<file path="src/rtl/input_selector_sequencer.sv">
// Steps input_selector_block through a table of complete lane-selection words,
// one entry per accepted valid/ready handshake, with optional wrap-around.
module input_selector_sequencer #(
  parameter int DATA_WIDTH      = 4,
  parameter int MAIN_INPUTS     = 16,
  parameter int REGS_INPUTS     = 64,
  parameter int OUTPUTS         = 4,
  parameter int OUTPUTS_PER_BUS = 4,
  parameter int DEPTH           = 8,
  localparam int MAIN_W  = $clog2(MAIN_INPUTS),
  localparam int REGS_W  = $clog2(REGS_INPUTS),
  // DATA_WIDTH is carried only for parameter parity with the selector
  localparam int LANES   = OUTPUTS * OUTPUTS_PER_BUS + 0 * DATA_WIDTH,
  localparam int LANE_W  = $clog2(LANES),
  localparam int SEL_W   = REGS_W + MAIN_W + 1,
  localparam int SELEC_W = LANES * SEL_W,
  localparam int IDX_W   = $clog2(DEPTH)
) (
  input  logic               clk,
  input  logic               reset_L,
  input  logic               cfg_we,
  input  logic [IDX_W-1:0]   cfg_entry,
  input  logic [LANE_W-1:0]  cfg_lane,
  input  logic [SEL_W-1:0]   cfg_sel,
  input  logic               start,
  input  logic [IDX_W:0]     num_steps,
  input  logic               loop,
  input  logic               abort,
  input  logic               out_ready,
  output logic [SELEC_W-1:0] wSelec,
  output logic               wBusy,
  output logic               out_valid,
  output logic [IDX_W-1:0]   step,
  output logic               done,
  output logic               cfg_err
);

  typedef enum logic [1:0] {IDLE, RUN, DONE} state_t;

  state_t                           state_q, state_d;
  logic [LANES-1:0][SEL_W-1:0]      tbl_q [DEPTH];
  logic [SELEC_W-1:0]               wSelec_q, wSelec_d;
  logic                             busy_q, busy_d;
  logic                             valid_q, valid_d;
  logic [IDX_W-1:0]                 step_q, step_d;
  logic                             done_q, done_d;
  logic                             cfgErr_q, cfgErr_d;
  logic [IDX_W:0]                   numSteps_q, numSteps_d;
  logic                             loop_q, loop_d;
  logic                             tableWe;
  logic                             entryOk;
  logic                             stepsOk;
  logic                             lastStep;

  always_comb begin
    state_d    = state_q;
    wSelec_d   = wSelec_q;
    busy_d     = busy_q;
    valid_d    = valid_q;
    step_d     = step_q;
    numSteps_d = numSteps_q;
    loop_d     = loop_q;
    done_d     = 1'b0;
    cfgErr_d   = 1'b0;
    tableWe    = 1'b0;
    entryOk    = (32'(cfg_entry) < 32'(DEPTH));
    stepsOk    = (num_steps != '0) && (32'(num_steps) <= 32'(DEPTH));
    lastStep   = ({1'b0, step_q} == (numSteps_q - 1'b1));

    if (cfg_we) begin
      if ((state_q == RUN) || !entryOk) cfgErr_d = 1'b1;
      else                              tableWe  = 1'b1;
    end

    // table reads always see the pre-edge contents, so a same-cycle write
    // to entry 0 only shows up on a later start
    case (state_q)
      IDLE: begin
        if (start) begin
          if (stepsOk) begin
            state_d    = RUN;
            numSteps_d = num_steps;
            loop_d     = loop;
            step_d     = '0;
            wSelec_d   = tbl_q[0];
            valid_d    = 1'b1;
            busy_d     = 1'b1;
          end else begin
            cfgErr_d = 1'b1;
          end
        end
      end
      RUN: begin
        if (abort) begin
          state_d = IDLE;
          valid_d = 1'b0;
          busy_d  = 1'b0;
        end else if (out_ready) begin
          if (!lastStep) begin
            step_d   = step_q + 1'b1;
            wSelec_d = tbl_q[step_q + 1'b1];
          end else if (loop_q) begin
            step_d   = '0;
            wSelec_d = tbl_q[0];
          end else begin
            state_d = DONE;
            valid_d = 1'b0;
            busy_d  = 1'b0;
            done_d  = 1'b1;
          end
        end
      end
      DONE:    state_d = IDLE;
      default: state_d = IDLE;
    endcase
  end

  always_ff @(posedge clk or negedge reset_L) begin
    if (!reset_L) begin
      state_q    <= IDLE;
      wSelec_q   <= '0;
      busy_q     <= 1'b0;
      valid_q    <= 1'b0;
      step_q     <= '0;
      done_q     <= 1'b0;
      cfgErr_q   <= 1'b0;
      numSteps_q <= '0;
      loop_q     <= 1'b0;
    end else begin
      state_q    <= state_d;
      wSelec_q   <= wSelec_d;
      busy_q     <= busy_d;
      valid_q    <= valid_d;
      step_q     <= step_d;
      done_q     <= done_d;
      cfgErr_q   <= cfgErr_d;
      numSteps_q <= numSteps_d;
      loop_q     <= loop_d;
    end
  end

  always_ff @(posedge clk or negedge reset_L) begin
    if (!reset_L) begin
      for (int e = 0; e < DEPTH; e++) tbl_q[e] <= '0;
    end else if (tableWe) begin
      tbl_q[cfg_entry][cfg_lane] <= cfg_sel;
    end
  end

  assign wSelec    = wSelec_q;
  assign wBusy     = busy_q;
  assign out_valid = valid_q;
  assign step      = step_q;
  assign done      = done_q;
  assign cfg_err   = cfgErr_q;

endmodule

</file>
<file path="config.mk">
export PLATFORM = sky130hd
export DESIGN_NAME = input_selector_sequencer
export DESIGN_NICKNAME = d
export VERILOG_FILES = /design/src/rtl/input_selector_sequencer.sv
export SDC_FILE = /design/constraint.sdc
export NUM_CORES = 2
export LEC_CHECK = 0
export ABC_AREA = 1
export BUFFER_PORTS_ARGS = -buffer_cell sky130_fd_sc_hd__clkbuf_2
export CAP_MARGIN = 5
export CELL_PAD_IN_SITES_DETAIL_PLACEMENT = 2
export CELL_PAD_IN_SITES_GLOBAL_PLACEMENT = 2
export CORE_ASPECT_RATIO = 1.4
export CORE_MARGIN = 1.5
export CORE_UTILIZATION = 41
export CTS_BUF_LIST = sky130_fd_sc_hd__clkbuf_2
export CTS_CLUSTER_DIAMETER = 150
export DETAILED_ROUTE_END_ITERATION = 7
export PLACE_DENSITY_LB_ADDON = 0.1
export SETUP_SLACK_MARGIN = 0.15
export SLEW_MARGIN = 20
export SYNTH_ARGS = -nofsm -noshare
export SYNTH_HDL_FRONTEND = slang
export SYNTH_SLANG_ARGS = --single-unit
</file>
<file path="constraint.sdc">
create_clock -name clk -period 3.4 [get_ports clk]
set_input_delay 0.34 -clock clk [delete_from_list [all_inputs] [get_ports clk]]
set_output_delay 0.34 -clock clk [all_outputs]
set_load 0.02 [all_outputs]
</file>
After elaboration in Yosys (flattened, before gate mapping):

Index checks and enable logic that the tools add are counted.

* memories kept: 0
* bits in registers: 1597
* latch bits: 0
* output and inout port bits: 183
* memory bits (writable): 0
* memory bits (read-only): 0
* logic and storage cells: 214

* add/sub/neg operators: 2
* shift operators: 0
* reductions and logical operators: 10
* mux-type cells: 48
* order comparisons: 6
* eq/ne operators: 10
* bitwise gates (word level): 2
* divide/modulo/power cells: 0
* multiply operators: 0

Operator list (count)
* $mux W176: 9
* $bwmux W1408: 1
* $bmux W176 S3: 1
* $demux W176 S3: 1
* $pmux W176 S2: 1
* $demux W11 S4: 1
* $mux W1: 18
* $mux W3: 6
* $mux W2: 6
* $ne A3 B3 Y1 const B: 4
* $reduce_and A6 Y1: 2
* $mux W11: 1
* $ge A4 B4 Y1 const B: 2
* $ne A2 B2 Y1 const B: 4
* $not A3 Y4: 2
* $pmux W3 S2: 1
* $lt A4 B5 Y1 const B: 1
* $reduce_and A5 Y1: 1
* $eq A3 B4 Y1: 1
* $ge A4 B1 Y1 const B: 1
* $le A4 B4 Y1 const B: 1
* $lt A4 B1 Y1 const B: 1
* $pmux W2 S2: 1
* $reduce_bool A4 Y1: 1
* other kinds (8): 10

Longest topological paths before layout:

* word-level depth: 9
* gate-level depth with buffers: 15
* depth with buffers taken out: 13

Worst setup path before layout:

OpenSTA, ideal clock, no wires.

* kind: register -> register
* start: register step_q[1], in the netlist step[1]
* end: register wSelec_q[175], in the netlist wSelec[175]
* arrival: 2.026 ns
* cell stages (with the launch flop): 14
* period minus slack after synthesis: 2.093 ns
* buffers on the path: 3
* required time: 3.334 ns
* slack: 1.307 ns
* library setup time: 0.066 ns
* path through: dfrtp_1 ha_1 inv_1 buf_2 clkbuf_1 clkbuf_1 nand3_1 nand2_1 nand2_1 nand2_1 nand3_1 nand2_1 nand2_1 nand2_1

* longest elaborated chain between the ends: 9
* elaborated cells on any way between the ends: 12
* those cells by class: 1 x add/sub; 2 x eq/ne; 7 x mux; 1 x bitwise; 1 x reduce/logical

Ends and longest elaborated chain
* from (decl): line 45 `logic [IDX_W-1:0] step_q, step_d;`
* from (signal assigned): line 134 `step_q <= step_d;`
* $add A3 B1 Y3: line 101 `wSelec_d = tbl_q[step_q + 1'b1];`
* $not A3 Y4 (implied by the code): line 101
* $bmux W176 S3: line 101
* $mux W176 (implied by the code) (2 in series): line 101
* $mux W176: line 99 `if (!lastStep) begin`
* $mux W176: line 98 `end else if (out_ready) begin`
* $mux W176: line 94 `if (abort) begin`
* $pmux W176 S2: line 77 `case (state_q)`
* to (signal assigned): line 131 `wSelec_q <= wSelec_d;`
* to (decl): line 42 `logic [SELEC_W-1:0] wSelec_q, wSelec_d;`

Parallel ways exist; a longest one is shown, timed or not. The select of a mux whose other input is x is not followed.
A chain may end at the register's enable or synchronous reset.

Final worst setup path:

* start: register state_q[1]
* end: register tbl_q[1087] in the netlist's numbering

* longest elaborated chain between the ends: 3

Ends and longest elaborated chain
* from (decl): line 40 `state_t state_q, state_d;`
* from (signal assigned): line 130 `state_q <= state_d;`
* $eq A2 B1 Y1: line 71 `if ((state_q == RUN) || !entryOk) cfgErr_d = 1'b1;`
* $mux W1: line 71
* $mux W1: line 70 `if (cfg_we) begin`
* to (signal, indexed assignment): line 146 `tbl_q[cfg_entry][cfg_lane] <= cfg_sel;`
* to (decl): line 41 `logic [LANES-1:0][SEL_W-1:0] tbl_q [DEPTH];`

Every way passes these cells.

==> impl_metrics.json <==
{
  "drc": 0,
  "antenna_found_initial": 20,
  "drt_wl_total_um": 332000,
  "hold_class": "input pin to flop",
  "grtUsageMet3_pct": 4.55,
  "io_buffer_count": 211,
  "maxSlewHeadroom_pct": 20.0,
  "finalNonFillerCells": 13908,
  "grt_pass1_wl_um": 517000,
  "leakage_uw": 0.0454,
  "finalSetupTns_ns": 0,
  "crit_required_ns": 4.98,
  "synth_area_leaders": "dfrtp_1 51%, nand2_1 22%, o21ai_0 8.4%",
  "cts_tree": "built",
  "clockBufferDepth": 4,
  "max-vdd-ir-drop_uv": 823,
  "core_um2": 191000,
  "fin_area_um2": 86900,
  "synth_top_area_cell": "dfrtp_1",
  "dieArea_um2": 195000,
  "num_io_pins": 212,
  "die_h_um": 521,
  "track_usage_pct": 34.0,
  "p_sw_share_pct": 46.2,
  "route.vias.total": 76535,
  "grt.met1_usage_pct": 40.3,
  "crit_path_max_fanout": 16,
  "cts_root_buffer": "clkbuf_2",
  "drv_slew": 0,
  "yosys_register_bits": 1597,
  "overflow": 0,
  "p_clk_share_pct": 22.7,
  "outcome": "finished, final reports clean",
  "max_cap_violations": 0,
  "drt-pass1-iter-count": 6,
  "gp_congestion": 0.783,
  "ys_warn_count": 0,
  "syn_inst": 10964,
  "yosysTopAreaCellShare_pct": 50.8,
  "wire_per_inst_um": 23.9,
  "fmax_mhz": 309,
  "dp.cells": 13105,
  "fin_crit_ns": 3.24,
  "end_kind": "flop",
  "power_frac_seq_pct": 37.9,
  "first_iter_violations": 4574,
  "drive_gt1_share_pct": 10.3,
  "syn_avg_cell_area_um2": 7.18,
  "via_per_inst": 5.50,
  "synth_enable_flop_cells": 0,
  "syn_to_final_growth_pct": 10.5,
  "gr-usage-met2_pct": 61.0,
  "worst_pin_slew_ns": 1.20,
  "ys_types": 26,
  "p_per_area_nw_per_um2": 706,
  "grt_pass1_vias": 87461,
  "start_util_pct": 41.2,
  "drtAntennaViolNets": 0,
  "htree_levels": 5,
  "grt_setup_unrepaired": "no",
  "yosysSeqAreaShare_pct": 50.8,
  "fin_total_pwr_uw": 61400,
  "post-route-period-util_pct": 95.2,
  "fin_skew_ns": 0.150,
  "crit_path_start_kind": "flop",
  "async_flop_share_pct": 100,
  "p_int_uw": 33000,
  "finalNetCount": 11149,
  "crit_type": "flop to flop",
  "gr-max-usage-layer": "met2",
  "arrival_ns": 4.81,
  "hpwl_um": 185000,
  "yosysMostFrequentCell": "nand2_1",
  "clk_latency_ns": 1.77,
  "fillCellCount": 22437,
  "cts.clk_slew.worst_paths_ns": 0.13,
  "p_sw_uw": 28400,
  "die_x_um": 373,
  "fp-row-count": 190,
  "clock_sinks": 1597,
  "synth_nets": 10995,
  "synthFlopType": "dfrtp_1",
  "p_comb_share_pct": 39.4,
  "postPlaceCellArea_um2": 82500,
  "setup-violations-final": 0,
  "yosys-top-cells-count": "4580 x nand2_1, 1597 x dfrtp_1, 1444 x inv_1",
  "grt_max_degree": 187,
  "cts_buffers": 415,
  "finalHoldViolCount": 0,
  "synth_area_um2": 78700
}
worst paths after layout:
path | start | to | slack, ns | cells after the start
worst max-delay path | state_q[1] | tbl_q[1087] | 0.16 | 9
worst min-delay path | out_ready | done | 0.15 | 5
worst max register to register | state_q[1] | tbl_q[1087] | 0.16 | 9
worst min register to register | tbl_q[802] | tbl_q[802] | 0.49 | 2
max in group asynchronous | reset_L | tbl_q[400] | 1.72 | 7
min in group asynchronous | reset_L | tbl_q[140] | 0.35 | 5
flip-flops by register name, indices dropped and copies added, names as in the netlist:
signal and cells:
state_q 2, numSteps_q 4, done 1, loop_q 1, step 3, cfg_err 1
wSelec 176, out_valid 1, tbl_q 1408
routing by layer:
metal  share of wire (%)  vias to the layer above  routed length [um]
met1                  40                    39797              134000
li1                    -                    33959                   -
met2                  51                     1952              169000
met3                 4.2                      819               13900
met4                 4.5                        8               14900
met5               0.016                        -                  52
critical path: stages (launching register included):
cell and delay, ns:
dfrtp_1 0.40, inv_1 0.09, nand2_2 0.14, nand2_4 0.31, nor2_4 0.35, dlygate4sd3_1 0.68
nand2_1 0.24, nand2_1 0.13, o21ai_0 0.09, dlygate4sd3_1 0.59
logic make-up after synthesis:
group,Yosys count,synth area share (%)
buffers and inverters,2258,11.1
AO/OA/AOI/OAI,1414,8.99
XOR/XNOR,1,0.0111
flip-flops,1597,50.8
adder cells (fa/ha/maj),2,0.0318
AND/OR/NAND/NOR,5692,29.1
final cells by class:
cell class	count	area, um2	share of cell area [%]
Timing Repair Buffer	546	4670	5.37
Antenna cell	17	42.5	0.0489
Inverter	1449	5520	6.35
Multi-Input combinational cell	7109	30100	34.7
Tap cell	2496	3120	3.59
Clock inverter	52	259	0.298
Clock buffer	642	3210	3.70
Sequential cell	1597	40000	46.0
timing repair:
item                                    CTS  global route
setup endpoints to repair                 1            73
endpoints found under the hold margin  3194             0
pin swaps                                 0             2
gates resized for setup                   1             1
setup buffers                             1             2
cloned                                    0             0
hold buffers                             91             0
per-stage QoR:
step           utilization (%)  hold WS, ns  setup slack (ns)
5_1_grt                   45.5       0.0412             0.160
3_3_place_gp              43.1        0.319             0.750
2_1_floorplan                -       0.0444              1.31
3_5_place_dp              43.1        0.325             0.527
4_1_cts                   45.5      0.00324             0.215
6_report                  45.5        0.146             0.163
layout by cell type, fill, tap and decap left out, drive strengths merged, types with 3 or more instances in the layout:
cell type,instances
buf,248
clkbuf,852
clkinv,39
dfrtp,1597
diode,17
dlygate4sd3,88
inv,1458
nand2,4584
nand3,1064
nand4,3
nor2,27
nor3,8
nor4,6
o21ai,1413
power groups by stage:
stage	clock network, uW	registers (uW)	logic [uW]
after floorplan	0	23800	13500
after global placement	0	23300	22400
after detailed placement	0	23500	23500
after CTS	14100	23200	23900
after global routing	15200	23500	26500
final	13900	23300	24200
Note: power is estimated with default switching activity, not from simulation.
